$ cat src/rtl/mcu_cmd_frame_parser_if.sv
// ----------------------------------------------------------------------------
// mcu_cmd_frame_parser_if
// Bundles the UART-side input and the handler-side outputs of the MCU command
// frame parser.
//   master : the UART side / environment (drives uart_rx_*, observes outputs)
//   slave  : the parser itself
// Signals:
//   uart_rx_byte/uart_rx_valid   byte + one-cycle strobe from the UART receiver
//   para_setting_flag            pulse, valid frame with the parameter-set code
//   other_cmd_flag               pulse, valid frame with any other code
//   ctrl_code                    control code of the last valid frame
//   rx_data/rx_ok                paced replay of the buffered frame
//   parser_busy                  parser is checking, dispatching or replaying
//   frame_drop                   pulse per discarded frame or byte
//   err_cnt                      error counter, only with CMD_PARSER_ERR_CNT_EN
// ----------------------------------------------------------------------------
interface mcu_cmd_frame_parser_if;
  logic [7:0]  uart_rx_byte;
  logic        uart_rx_valid;
  logic        para_setting_flag;
  logic        other_cmd_flag;
  logic [7:0]  ctrl_code;
  logic [7:0]  rx_data;
  logic        rx_ok;
  logic        parser_busy;
  logic        frame_drop;
`ifdef CMD_PARSER_ERR_CNT_EN
  logic [15:0] err_cnt;

  modport master (
    output uart_rx_byte, uart_rx_valid,
    input  para_setting_flag, other_cmd_flag, ctrl_code, rx_data, rx_ok,
           parser_busy, frame_drop, err_cnt
  );
  modport slave (
    input  uart_rx_byte, uart_rx_valid,
    output para_setting_flag, other_cmd_flag, ctrl_code, rx_data, rx_ok,
           parser_busy, frame_drop, err_cnt
  );
`else
  modport master (
    output uart_rx_byte, uart_rx_valid,
    input  para_setting_flag, other_cmd_flag, ctrl_code, rx_data, rx_ok,
           parser_busy, frame_drop
  );
  modport slave (
    input  uart_rx_byte, uart_rx_valid,
    output para_setting_flag, other_cmd_flag, ctrl_code, rx_data, rx_ok,
           parser_busy, frame_drop
  );
`endif
endinterface

$ cat src/rtl/mcu_cmd_frame_parser.sv
// ----------------------------------------------------------------------------
// mcu_cmd_frame_parser
// Hunts for MCU command frames (START CTRL LEN_L LEN_H payload CRC END) in the
// UART byte stream, buffers each frame, checks length / checksum / end code,
// raises a one-cycle handler flag for a good frame and then replays the whole
// buffered frame on a slow rx_data/rx_ok strobe interface.
// Ports:
//   clk  - clock
//   rst  - synchronous, active-high reset
//   bus  - mcu_cmd_frame_parser_if.slave (UART input, flags, replay, status)
// Optional feature: define CMD_PARSER_ERR_CNT_EN to add bus.err_cnt, a
// saturating count of frames dropped for length/CRC/end-code/timeout errors.
// BUF_DEPTH must be a power of two and at least MAX_LEN+6.
// ----------------------------------------------------------------------------
module mcu_cmd_frame_parser #(
  parameter logic [7:0] START_CODE    = 8'h68,
  parameter logic [7:0] END_CODE      = 8'h16,
  parameter logic [7:0] PARA_SET_CODE = 8'h01,
  parameter int         MAX_LEN       = 26,
  parameter int         BUF_DEPTH     = 32,
  parameter int         PULSE_W       = 4,
  parameter int         START_GAP     = 4,
  parameter int         TIMEOUT_CYC   = 50000
) (
  input  logic                  clk,
  input  logic                  rst,
  mcu_cmd_frame_parser_if.slave bus
);
  localparam int AW   = $clog2(BUF_DEPTH);
  localparam int PW   = AW + 1;  // one extra bit so a full buffer is countable
  localparam int TW   = $clog2(TIMEOUT_CYC + 1);
  localparam int CMAX = (START_GAP > 2 * PULSE_W) ? START_GAP : 2 * PULSE_W;
  localparam int CW   = $clog2(CMAX + 1);

  typedef enum logic [3:0] {
    S_HUNT, S_CTRL, S_LEN_L, S_LEN_H, S_PAYLOAD, S_CRC, S_END,
    S_CHECK, S_DISPATCH, S_REPLAY
  } state_t;

  state_t         state_q, state_d;
  logic [PW-1:0]  wr_ptr_q, wr_ptr_d, rd_ptr_q, rd_ptr_d;
  logic [7:0]     sum_q, sum_d, len_l_q, len_l_d, ctrl_byte_q, ctrl_byte_d;
  logic [15:0]    len_cnt_q, len_cnt_d;
  logic           crc_ok_q, crc_ok_d;
  logic [TW-1:0]  tmo_q, tmo_d;
  logic [CW-1:0]  cnt_q, cnt_d;
  logic           streaming_q, streaming_d;
  logic [7:0]     ctrl_code_q, ctrl_code_d;
  logic           para_q, para_d, other_q, other_d;
  logic           rx_ok_q, rx_ok_d, drop_q, drop_d;

  logic [7:0]     buf_mem [BUF_DEPTH];
  logic [7:0]     rd_data_q;
  logic           buf_we;

  logic [7:0]     rx_byte;
  logic           rx_valid;
  logic [15:0]    len_full;
  logic           busy;
  logic           in_frame;

  assign rx_byte  = bus.uart_rx_byte;
  assign rx_valid = bus.uart_rx_valid;
  assign len_full = {rx_byte, len_l_q};
  assign busy     = (state_q == S_CHECK) || (state_q == S_DISPATCH) || (state_q == S_REPLAY);
  assign in_frame = (state_q == S_CTRL) || (state_q == S_LEN_L) || (state_q == S_LEN_H) ||
                    (state_q == S_PAYLOAD) || (state_q == S_CRC) || (state_q == S_END);

  always_comb begin
    state_d     = state_q;
    wr_ptr_d    = wr_ptr_q;
    rd_ptr_d    = rd_ptr_q;
    sum_d       = sum_q;
    len_l_d     = len_l_q;
    ctrl_byte_d = ctrl_byte_q;
    len_cnt_d   = len_cnt_q;
    crc_ok_d    = crc_ok_q;
    tmo_d       = '0;
    cnt_d       = cnt_q;
    streaming_d = streaming_q;
    ctrl_code_d = ctrl_code_q;
    para_d      = 1'b0;
    other_d     = 1'b0;
    rx_ok_d     = 1'b0;
    drop_d      = 1'b0;
    buf_we      = 1'b0;

    if (in_frame) tmo_d = rx_valid ? '0 : tmo_q + 1'b1;

    case (state_q)
      S_HUNT: if (rx_valid && rx_byte == START_CODE) begin
        buf_we = 1'b1; wr_ptr_d = wr_ptr_q + 1'b1; sum_d = '0; state_d = S_CTRL;
      end
      S_CTRL: if (rx_valid) begin
        buf_we = 1'b1; wr_ptr_d = wr_ptr_q + 1'b1; sum_d = sum_q + rx_byte;
        ctrl_byte_d = rx_byte; state_d = S_LEN_L;
      end
      S_LEN_L: if (rx_valid) begin
        buf_we = 1'b1; wr_ptr_d = wr_ptr_q + 1'b1; sum_d = sum_q + rx_byte;
        len_l_d = rx_byte; state_d = S_LEN_H;
      end
      S_LEN_H: if (rx_valid) begin
        buf_we = 1'b1; wr_ptr_d = wr_ptr_q + 1'b1; sum_d = sum_q + rx_byte;
        if (len_full > 16'(MAX_LEN)) begin
          drop_d = 1'b1; wr_ptr_d = '0; state_d = S_HUNT;
        end else if (len_full == 16'd0) begin
          state_d = S_CRC;
        end else begin
          len_cnt_d = len_full; state_d = S_PAYLOAD;
        end
      end
      S_PAYLOAD: if (rx_valid) begin
        // START_CODE bytes in here are plain data; no resync mid-frame.
        buf_we = 1'b1; wr_ptr_d = wr_ptr_q + 1'b1; sum_d = sum_q + rx_byte;
        len_cnt_d = len_cnt_q - 1'b1;
        if (len_cnt_q == 16'd1) state_d = S_CRC;
      end
      S_CRC: if (rx_valid) begin
        buf_we = 1'b1; wr_ptr_d = wr_ptr_q + 1'b1;
        crc_ok_d = (rx_byte == ~sum_q); state_d = S_END;
      end
      S_END: if (rx_valid) begin
        buf_we = 1'b1; wr_ptr_d = wr_ptr_q + 1'b1;
        if (rx_byte == END_CODE && crc_ok_q) begin
          state_d = S_CHECK;
        end else begin
          drop_d = 1'b1; wr_ptr_d = '0; state_d = S_HUNT;
        end
      end
      S_CHECK: begin
        ctrl_code_d = ctrl_byte_q; state_d = S_DISPATCH;
      end
      S_DISPATCH: begin
        para_d      = (ctrl_byte_q == PARA_SET_CODE);
        other_d     = (ctrl_byte_q != PARA_SET_CODE);
        rd_ptr_d    = '0;
        cnt_d       = '0;
        streaming_d = 1'b0;
        state_d     = S_REPLAY;
      end
      S_REPLAY: begin
        if (!streaming_q) begin
          // Lead-in gap after the flag; the RAM read of byte 0 happens here.
          if (cnt_q == CW'(START_GAP - 1)) begin
            streaming_d = 1'b1; cnt_d = '0;
          end else begin
            cnt_d = cnt_q + 1'b1;
          end
        end else begin
          // Per-byte slot of 2*PULSE_W cycles: rx_ok high for the first half.
          // rd_ptr advances two cycles before the slot ends so that the
          // registered RAM read presents the next byte one cycle ahead of
          // its rx_ok rise.
          rx_ok_d = (cnt_q < CW'(PULSE_W));
          if (cnt_q == CW'(2 * PULSE_W - 2)) rd_ptr_d = rd_ptr_q + 1'b1;
          if (cnt_q == CW'(2 * PULSE_W - 1)) begin
            cnt_d = '0;
            if (rd_ptr_q == wr_ptr_q) begin
              wr_ptr_d = '0; state_d = S_HUNT;
            end
          end else begin
            cnt_d = cnt_q + 1'b1;
          end
        end
      end
      default: state_d = S_HUNT;
    endcase

    // Inter-byte timeout beats whatever the byte handling above decided.
    if (in_frame && tmo_q == TW'(TIMEOUT_CYC)) begin
      state_d = S_HUNT; wr_ptr_d = '0; drop_d = 1'b1; buf_we = 1'b0; tmo_d = '0;
    end

    // Bytes arriving while busy are discarded without touching the replay.
    if (busy && rx_valid) drop_d = 1'b1;
  end

  always_ff @(posedge clk) begin
    if (rst) begin
      state_q <= S_HUNT;       wr_ptr_q <= '0;      rd_ptr_q <= '0;
      sum_q <= '0;             len_l_q <= '0;       ctrl_byte_q <= '0;
      len_cnt_q <= '0;         crc_ok_q <= 1'b0;    tmo_q <= '0;
      cnt_q <= '0;             streaming_q <= 1'b0; ctrl_code_q <= '0;
      para_q <= 1'b0;          other_q <= 1'b0;     rx_ok_q <= 1'b0;
      drop_q <= 1'b0;
    end else begin
      state_q <= state_d;      wr_ptr_q <= wr_ptr_d;   rd_ptr_q <= rd_ptr_d;
      sum_q <= sum_d;          len_l_q <= len_l_d;     ctrl_byte_q <= ctrl_byte_d;
      len_cnt_q <= len_cnt_d;  crc_ok_q <= crc_ok_d;   tmo_q <= tmo_d;
      cnt_q <= cnt_d;          streaming_q <= streaming_d; ctrl_code_q <= ctrl_code_d;
      para_q <= para_d;        other_q <= other_d;     rx_ok_q <= rx_ok_d;
      drop_q <= drop_d;
    end
  end

  // Frame buffer: plain write port, registered read port.
  always_ff @(posedge clk) begin
    if (buf_we) buf_mem[wr_ptr_q[AW-1:0]] <= rx_byte;
  end

  // Read only while a buffered byte is due, so rx_data holds the last
  // replayed byte afterwards.
  always_ff @(posedge clk) begin
    if (rst) begin
      rd_data_q <= '0;
    end else if (state_q == S_REPLAY && rd_ptr_q < wr_ptr_q) begin
      rd_data_q <= buf_mem[rd_ptr_q[AW-1:0]];
    end
  end

`ifdef CMD_PARSER_ERR_CNT_EN
  logic [15:0] err_cnt_q, err_cnt_d;

  // Error drops only happen outside the busy states, busy drops only inside.
  always_comb begin
    err_cnt_d = err_cnt_q;
    if (drop_d && !busy && err_cnt_q != 16'hFFFF) err_cnt_d = err_cnt_q + 1'b1;
  end

  always_ff @(posedge clk) begin
    if (rst) err_cnt_q <= '0;
    else     err_cnt_q <= err_cnt_d;
  end

  assign bus.err_cnt = err_cnt_q;
`endif

  assign bus.para_setting_flag = para_q;
  assign bus.other_cmd_flag    = other_q;
  assign bus.ctrl_code         = ctrl_code_q;
  assign bus.rx_data           = rd_data_q;
  assign bus.rx_ok             = rx_ok_q;
  assign bus.parser_busy       = busy;
  assign bus.frame_drop        = drop_q;
endmodule

$ cat src/flat_wrapper.sv
// flat-port wrapper written by rule: the top's interface ports become plain ports
module mcu_cmd_frame_parser_flat 
#(
  parameter logic [7:0] START_CODE    = 8'h68,
  parameter logic [7:0] END_CODE      = 8'h16,
  parameter logic [7:0] PARA_SET_CODE = 8'h01,
  parameter int         MAX_LEN       = 26,
  parameter int         BUF_DEPTH     = 32,
  parameter int         PULSE_W       = 4,
  parameter int         START_GAP     = 4,
  parameter int         TIMEOUT_CYC   = 50000
)
  (clk, rst, bus_uart_rx_byte, bus_uart_rx_valid, bus_para_setting_flag, bus_other_cmd_flag, bus_ctrl_code, bus_rx_data, bus_rx_ok, bus_parser_busy, bus_frame_drop);
  mcu_cmd_frame_parser_if bus_i ();
  input  logic clk;
  input  logic rst;
  input wire logic [$bits(bus_i.uart_rx_byte)-1:0] bus_uart_rx_byte;
  input wire logic [$bits(bus_i.uart_rx_valid)-1:0] bus_uart_rx_valid;
  output wire logic [$bits(bus_i.para_setting_flag)-1:0] bus_para_setting_flag;
  output wire logic [$bits(bus_i.other_cmd_flag)-1:0] bus_other_cmd_flag;
  output wire logic [$bits(bus_i.ctrl_code)-1:0] bus_ctrl_code;
  output wire logic [$bits(bus_i.rx_data)-1:0] bus_rx_data;
  output wire logic [$bits(bus_i.rx_ok)-1:0] bus_rx_ok;
  output wire logic [$bits(bus_i.parser_busy)-1:0] bus_parser_busy;
  output wire logic [$bits(bus_i.frame_drop)-1:0] bus_frame_drop;
  assign bus_i.uart_rx_byte = bus_uart_rx_byte;
  assign bus_i.uart_rx_valid = bus_uart_rx_valid;
  assign bus_para_setting_flag = bus_i.para_setting_flag;
  assign bus_other_cmd_flag = bus_i.other_cmd_flag;
  assign bus_ctrl_code = bus_i.ctrl_code;
  assign bus_rx_data = bus_i.rx_data;
  assign bus_rx_ok = bus_i.rx_ok;
  assign bus_parser_busy = bus_i.parser_busy;
  assign bus_frame_drop = bus_i.frame_drop;
  mcu_cmd_frame_parser #(.START_CODE(START_CODE), .END_CODE(END_CODE), .PARA_SET_CODE(PARA_SET_CODE), .MAX_LEN(MAX_LEN), .BUF_DEPTH(BUF_DEPTH), .PULSE_W(PULSE_W), .START_GAP(START_GAP), .TIMEOUT_CYC(TIMEOUT_CYC)) u_core (.clk(clk), .rst(rst), .bus(bus_i));
endmodule
$ cat config.mk
export PLATFORM = sky130hd
export DESIGN_NAME = mcu_cmd_frame_parser_flat
export DESIGN_NICKNAME = d
export VERILOG_FILES = /design/src/rtl/mcu_cmd_frame_parser_if.sv /design/src/rtl/mcu_cmd_frame_parser.sv /design/src/flat_wrapper.sv
export SDC_FILE = /design/constraint.sdc
export NUM_CORES = 1
export LEC_CHECK = 0
export ABC_AREA = 1
export CAP_MARGIN = 30
export CORE_ASPECT_RATIO = 0.6
export CORE_MARGIN = 5
export CORE_UTILIZATION = 55
export CTS_BUF_LIST = sky130_fd_sc_hd__clkbuf_16
export DETAILED_ROUTE_END_ITERATION = 8
export HOLD_SLACK_MARGIN = 0.08
export PLACE_DENSITY_LB_ADDON = 0.12
export SLEW_MARGIN = 20
export SYNTH_ARGS = -nofsm -noshare
export SYNTH_HDL_FRONTEND = slang
export SYNTH_SLANG_ARGS = --single-unit
$ cat constraint.sdc
create_clock -name clk -period 2.3 [get_ports clk]
set_input_delay 0.46 -clock clk [delete_from_list [all_inputs] [get_ports clk]]
set_output_delay 0.46 -clock clk [all_outputs]
set_load 0.03 [all_outputs]
==> impl_metrics.py, run 1 <==
metrics = {
    "run_status": {
        "outcome": "finished clean",
    },
    "synthesis": {
        "synth_top_family_by_area": "simple AND/OR/NAND/NOR gates",
        "syn_inst": 1864,
        "synth.avg_cell_area_um2": 8.81,
        "synth_top_cells_by_count": "nand2_1, edfxtp_1, nand3_1",
        "synth.area.top_cells": "edfxtp_1, nand2_1, dfxtp_1",
        "yosysTopAreaCell": "edfxtp_1",
        "synthFlopType": "edfxtp_1",
        "synth_compound_area_frac": 0.0503,
        "synth_edf_count": 256,
        "yosysUniqueCellTypes": 40,
        "synth_seq_area_share": 0.587,
        "synthMuxAreaShare": 0,
        "synthSimpleGateAreaFrac": 0.264,
        "synth.most_common_cell": "nand2_1",
        "synth_async_sr_flop_share": 0,
        "yosysWarnings": 0,
        "synthAdderAreaFrac": 0.0195,
        "ys_ff_latch": 354,
        "synthXorXnorAreaFrac": 0.0123,
        "synth_nets": 1900,
        "yosys.area.top_type_share": 0.468,
        "synth_area_um2": 16400,
    },
    "detailed_routing": {
        "drc_errors": 0,
        "drt-initial-drc-count": 1550,
        "ant_nets": 0,
        "vias_per_cell": 5.49,
        "vias": 13100,
        "dr.pass1.iters": 7,
        "postRouteWirelength_mm": 45.1,
        "wl_per_cell_um": 18.8,
    },
    "timing": {
        "worst_pin_slew_ns": 0.686,
        "fmax_ghz": 0.452,
        "slew_violations": 0,
        "final-setup-viol-count": 0,
        "fin_crit_ns": 2.21,
        "fin_skew_ns": 0.0134,
        "max_slew_margin": 0.542,
        "setup_ws_ns": 0.0860,
        "finalCritPeriodShare": 0.963,
        "hold_viol": 0,
    },
    "floorplanning": {
        "row_count": 49,
        "die_x_um": 233,
        "start_util": 0.554,
        "num_io_pins": 32,
        "die_area_um2": 33500,
        "core_um2": 29700,
        "die_h_um": 144,
    },
    "power": {
        "p_leak_nw": 7.77,
        "ir_drop_mv": 0.641,
        "p_per_area_nw_per_um2": 688,
    },
    "clocking": {
        "clock-sinks": 354,
        "cts_tree": "yes",
        "cts-buffers-inserted": 35,
        "cts_root_buffer": "clkbuf_16",
        "post_cts_buffers": 0,
        "cts.clk_slew.worst_paths_ns": 0.07,
        "htree_levels": 2,
        "cts_buffer_depth": 3,
        "insertion_delay_ns": 0.53,
    },
    "worst_setup_path": {
        "slowest_stage": "dfxtp_4",
        "endpoint_kind": "output port",
        "cp_num_buf_inv": 4,
        "max_stage_delay_ns": 0.38,
        "crit_path_frequent_cell": "buf_4",
        "critPathKind": "flip-flop to output port",
        "cp.arrival_ns": 1.75,
        "crit_path_max_fanout": 6,
        "crit_required_ns": 1.84,
        "crit_path_start_kind": "flip-flop",
        "crit_chain": "inv_1 > buf_4 > nand3_2 > buf_4 > nor2_4 > nor2_2 > nand2_2 > buf_6",
        "path_delay_family": "buffers and inverters",
    },
    "placed_design": {
        "gp_congestion": 0.960,
        "place_ws_ns": -0.358,
        "dp.cells": 2334,
        "port_buffers": 31,
        "dp_hpwl_mm": 30.5,
    },
    "worst_hold_path": {
        "min_path_type": "primary input to flip-flop",
    },
    "layout": {
        "layout-drive-gt1-share": 0.110,
        "area_growth_pct": 15.3,
        "stdcell_count": 2394,
        "nets": 1999,
    },
    "grt": {
        "grt_pass1_wl_mm": 68.8,
        "gr-usage-all-layers": 0.270,
        "grt_pass1_vias": 12100,
        "grt_max_degree": 102,
        "gr-total-overflow": 0,
        "antenna_found_initial": 1,
    },
    "run": {
        "maxCapViolCount": 0,
    },
}
-- final timing paths --
kind,start,slack (ns),to,cells after the start
worst min-delay path,bus_uart_rx_byte[6],0.33,u_core.buf_mem[11][6]$_DFFE_PP_,2
worst min register to register,u_core.len_l_q[7]$_SDFFE_PP0P_,0.45,u_core.len_l_q[7]$_SDFFE_PP0P_,2
worst max register to register,u_core.state_q[1]$_SDFFE_PP0P_,0.11,u_core.buf_mem[30][2]$_DFFE_PP_,13
worst max-delay path,u_core.state_q[1]$_SDFFE_PP0P_,0.09,bus_parser_busy,8
-- power by group --
part	internal (mW)	switching, mW	total (mW)
clock	3.24	2.37	5.61
combinational	0.159	0.386	0.544
sequential	6.85	0.0173	6.87
total	10.2	2.78	13.0
-- sequential cells by signal, indices dropped and copies added (netlist names), 4 cells and up --
register / flops
u_core.rd_ptr_q: 6
u_core.ctrl_byte_q: 8
u_core.sum_q: 8
u_core.cnt_q: 4
u_core.wr_ptr_q: 6
u_core.buf_mem: 256
u_core.len_cnt_q: 16
u_core.bus.rx_data: 8
u_core.tmo_q: 16
u_core.len_l_q: 8
u_core.bus.ctrl_code: 8
u_core.state_q: 4
-- routing by layer --
| layer | vias up | wire [um] | GRT usage |
|---|---|---|---|
| met5 | - | 0 | 0 |
| met4 | 0 | 947 | 0.0634 |
| met3 | 75 | 5000 | 0.0748 |
| met2 | 630 | 17900 | 0.367 |
| met1 | 6104 | 21300 | 0.427 |
| li1 | 6325 | - | - |
-- final cells by class --
type	instances	area, um2
Antenna cell	1	2.50
Clock buffer	37	926
Clock inverter	22	179
Fill cell	2536	10700
Inverter	198	744
Multi-Input combinational cell	1231	5710
Sequential cell	354	9660
Tap cell	408	510
Timing Repair Buffer	143	1210
-- cells in the final DEF (no fill, tap or decap), drive strengths merged, types with 38 or more instances in the layout --
master	count
a21oi	77
nand3	234
o21ai	65
edfxtp	256
dfxtp	98
nand2	608
nor2	140
clkbuf	38
buf	118
inv	204
-- through the flow --
step / hold WS [ns] / cell area (um2) / total power [mW] / util / TNS (ns)
after floorplan: 0.428 / 16400 / 7.24 / - / 0
after global placement: 0.441 / 17800 / 7.53 / 0.600 / -72.46
after detailed placement: 0.445 / 17800 / 7.53 / 0.600 / -85.81
after CTS: 0.314 / 18900 / 13.1 / 0.637 / 0
after global routing: 0.336 / 18900 / 13.4 / 0.638 / -0.0222
final: 0.330 / 18900 / 13.0 / 0.638 / 0
-- logic make-up (layout without fill, tap and decap cells) --
family                   count (synthesis)  in the layout
AND/OR/NAND/NOR                       1026           1026
XOR/XNOR                                23             23
flip-flops                             354            354
AO/OA/AOI/OAI                          157            157
other                                    0              1
buffers and inverters                  279            400
adder cells (fa/ha/maj)                 25             25
-- repair_timing --
action,CTS,global route
setup endpoints to repair,1,259
hold buffers,0,0
gates resized for setup,2,13
Note: power is estimated with default switching activity, not from simulation.
==> inputs of run 2 (changes only) <==
- CELL_PAD_IN_SITES_DETAIL_PLACEMENT: default -> 1
- CELL_PAD_IN_SITES_GLOBAL_PLACEMENT: default -> 1
- CORE_UTILIZATION: 55 -> 44
==> run 2 against run 1 <==
Net effect:
- first-iteration DRC count down 17%
- via count up 1.9%
- setup slack about the same
- sequential share of layout area down 0.75 points
- critical path depth down 1
- maximum frequency about the same
- core utilization down 11 points
- clock skew up 0.016 ns
- die area up 24%
- hold slack worse by 0.034 ns
- sequential power about the same
- critical path type unchanged
- critical endpoint unchanged
==> impl_metrics.py, run 2 (synthesized netlist as in run 1, its figures left out) <==
metrics = {
    "grt": {
        "gr-total-overflow": 0,
        "grt_max_degree": 70,
        "antenna_found_initial": 1,
        "grt_pass1_wl_mm": 80.1,
        "gr-usage-all-layers": 0.247,
        "grt_pass1_vias": 13500,
    },
    "floorplanning": {
        "die_h_um": 160,
        "num_io_pins": 32,
        "die_x_um": 259,
        "start_util": 0.449,
        "die_area_um2": 41400,
        "core_um2": 36600,
        "row_count": 54,
    },
    "layout": {
        "final_common_cell": "nand2_1",
        "largest_reg_flops": 256,
        "diodes": 0,
        "area_growth_pct": 17.0,
        "layout-drive-gt1-share": 0.115,
        "nets": 1993,
        "fill_cells": 4245,
        "final_cell_mix": "nand2_1, edfxtp_1, nand3_1, inv_1, nor2_1",
    },
    "detailed_routing": {
        "drc_errors": 0,
        "postRouteWirelength_mm": 51.6,
        "drt-initial-drc-count": 1280,
        "dr.pass1.iters": 5,
        "vias_per_cell": 5.37,
        "wl_per_cell_um": 20.7,
        "maxUsedRoutingLayer": "met4",
        "ant_nets": 0,
        "route.met2.wl_mm": 22.1,
        "vias": 13400,
        "wl_met3_mm": 3.38,
        "wl_met1_mm": 25.6,
    },
    "worst_setup_path": {
        "crit_path_frequent_cell": "buf_4",
        "crit_chain": "inv_1 > buf_4 > nand3_4 > nor2_4 > nor2_1 > nand2_2 > buf_4",
        "cp.arrival_ns": 1.75,
        "crit_required_ns": 1.84,
        "endpoint_kind": "output port",
        "crit_path_max_fanout": 7,
        "slowest_stage": "dfxtp_2",
        "crit_path_start_kind": "flip-flop",
        "max_stage_delay_ns": 0.39,
        "critPathKind": "flip-flop to output port",
    },
    "timing": {
        "fin_skew_ns": 0.0296,
        "slew_violations": 0,
        "hold-worst-slack_ns": 0.296,
        "setup_ws_ns": 0.0863,
        "finalCritPeriodShare": 0.962,
        "fin_crit_ns": 2.21,
        "worst_pin_slew_ns": 0.844,
        "max_slew_margin": 0.437,
        "hold_viol": 0,
        "final-setup-viol-count": 0,
        "fmax_ghz": 0.452,
        "rsz0062_at_grt": "false",
    },
    "clocking": {
        "htree_levels": 2,
        "cts-buffers-inserted": 36,
        "holdBufCountCts": 0,
        "cts_tree": "yes",
        "insertion_delay_ns": 0.55,
        "cts_buffer_depth": 3,
        "cts_root_buffer": "clkbuf_16",
        "clock-sinks": 354,
        "cts.clk_slew.worst_paths_ns": 0.06,
    },
    "power": {
        "p_leak_nw": 7.84,
        "ir_drop_mv": 0.776,
        "p_per_area_nw_per_um2": 711,
    },
    "run": {
        "maxCapViolCount": 0,
    },
    "run_status": {
        "outcome": "finished clean",
    },
    "placed_design": {
        "port_buffers": 31,
        "gp_congestion": 0.875,
        "dp_hpwl_mm": 34.3,
        "place_ws_ns": -0.0231,
    },
    "worst_hold_path": {
        "min_path_type": "primary input to flip-flop",
    },
}
[run 2: worst max-delay path, delay by kind of cell (launching register included)]
family,cells,cell delay [ns]
AND/OR/NAND/NOR,4,0.44
buffers and inverters,3,0.40
flip-flops,1,0.39
[run 2: path summary, 6_finish.rpt]
check / slack, ns / to / cells past startpoint / from
setup reg to reg: 0.14 / u_core.buf_mem[10][2]$_DFFE_PP_ / 12 / u_core.state_q[2]$_SDFFE_PP0P_
setup / recovery: 0.09 / bus_parser_busy / 7 / u_core.state_q[1]$_SDFFE_PP0P_
hold reg to reg: 0.47 / u_core.tmo_q[0]$_SDFF_PP0_ / 1 / u_core.tmo_q[0]$_SDFF_PP0_
hold / removal: 0.30 / u_core.buf_mem[6][3]$_DFFE_PP_ / 2 / bus_uart_rx_byte[3]
[run 2: layer usage]
metal  vias up  global-route usage
li1       6301                   -
met1      6667               0.390
met2       359               0.369
met3        51              0.0368
met4         0              0.0370
met5         -                   0
[run 2: layout make-up]
class	count	area, um2	area share
multi-input cells	1231	5730	0.298
flip-flops and latches	354	9660	0.503
inverters	198	746	0.0388
well taps	504	631	0.0328
clock buffers	42	1050	0.0547
clock inverters	24	205	0.0107
repair buffers	136	1200	0.0623
[run 2: timing repair]
item,4_1_cts,5_1_grt
setup endpoints to repair,1,250
setup buffers,1,0
pin swaps,1,0
gates cloned,0,0
gates resized for setup,5,14
[run 2: power by group]
part,internal (mW),leakage [nW],switching (mW)
Clock,3.63,0.643,2.61
Sequential,6.85,3.09,0.0190
Combinational,0.155,4.10,0.402
Total,10.6,7.84,3.03
[run 2: per-stage QoR]
stage	area, um2	power, mW	cells	util	setup TNS, ns
4_1_cts	19200	13.8	2489	0.524	0
6_report	19200	13.7	2489	0.525	0
5_1_grt	19200	14.1	2489	0.525	0
3_5_place_dp	17900	7.56	2422	0.489	-0.419
3_3_place_gp	17900	7.55	2422	0.489	0
2_1_floorplan	16400	7.24	1864	-	0
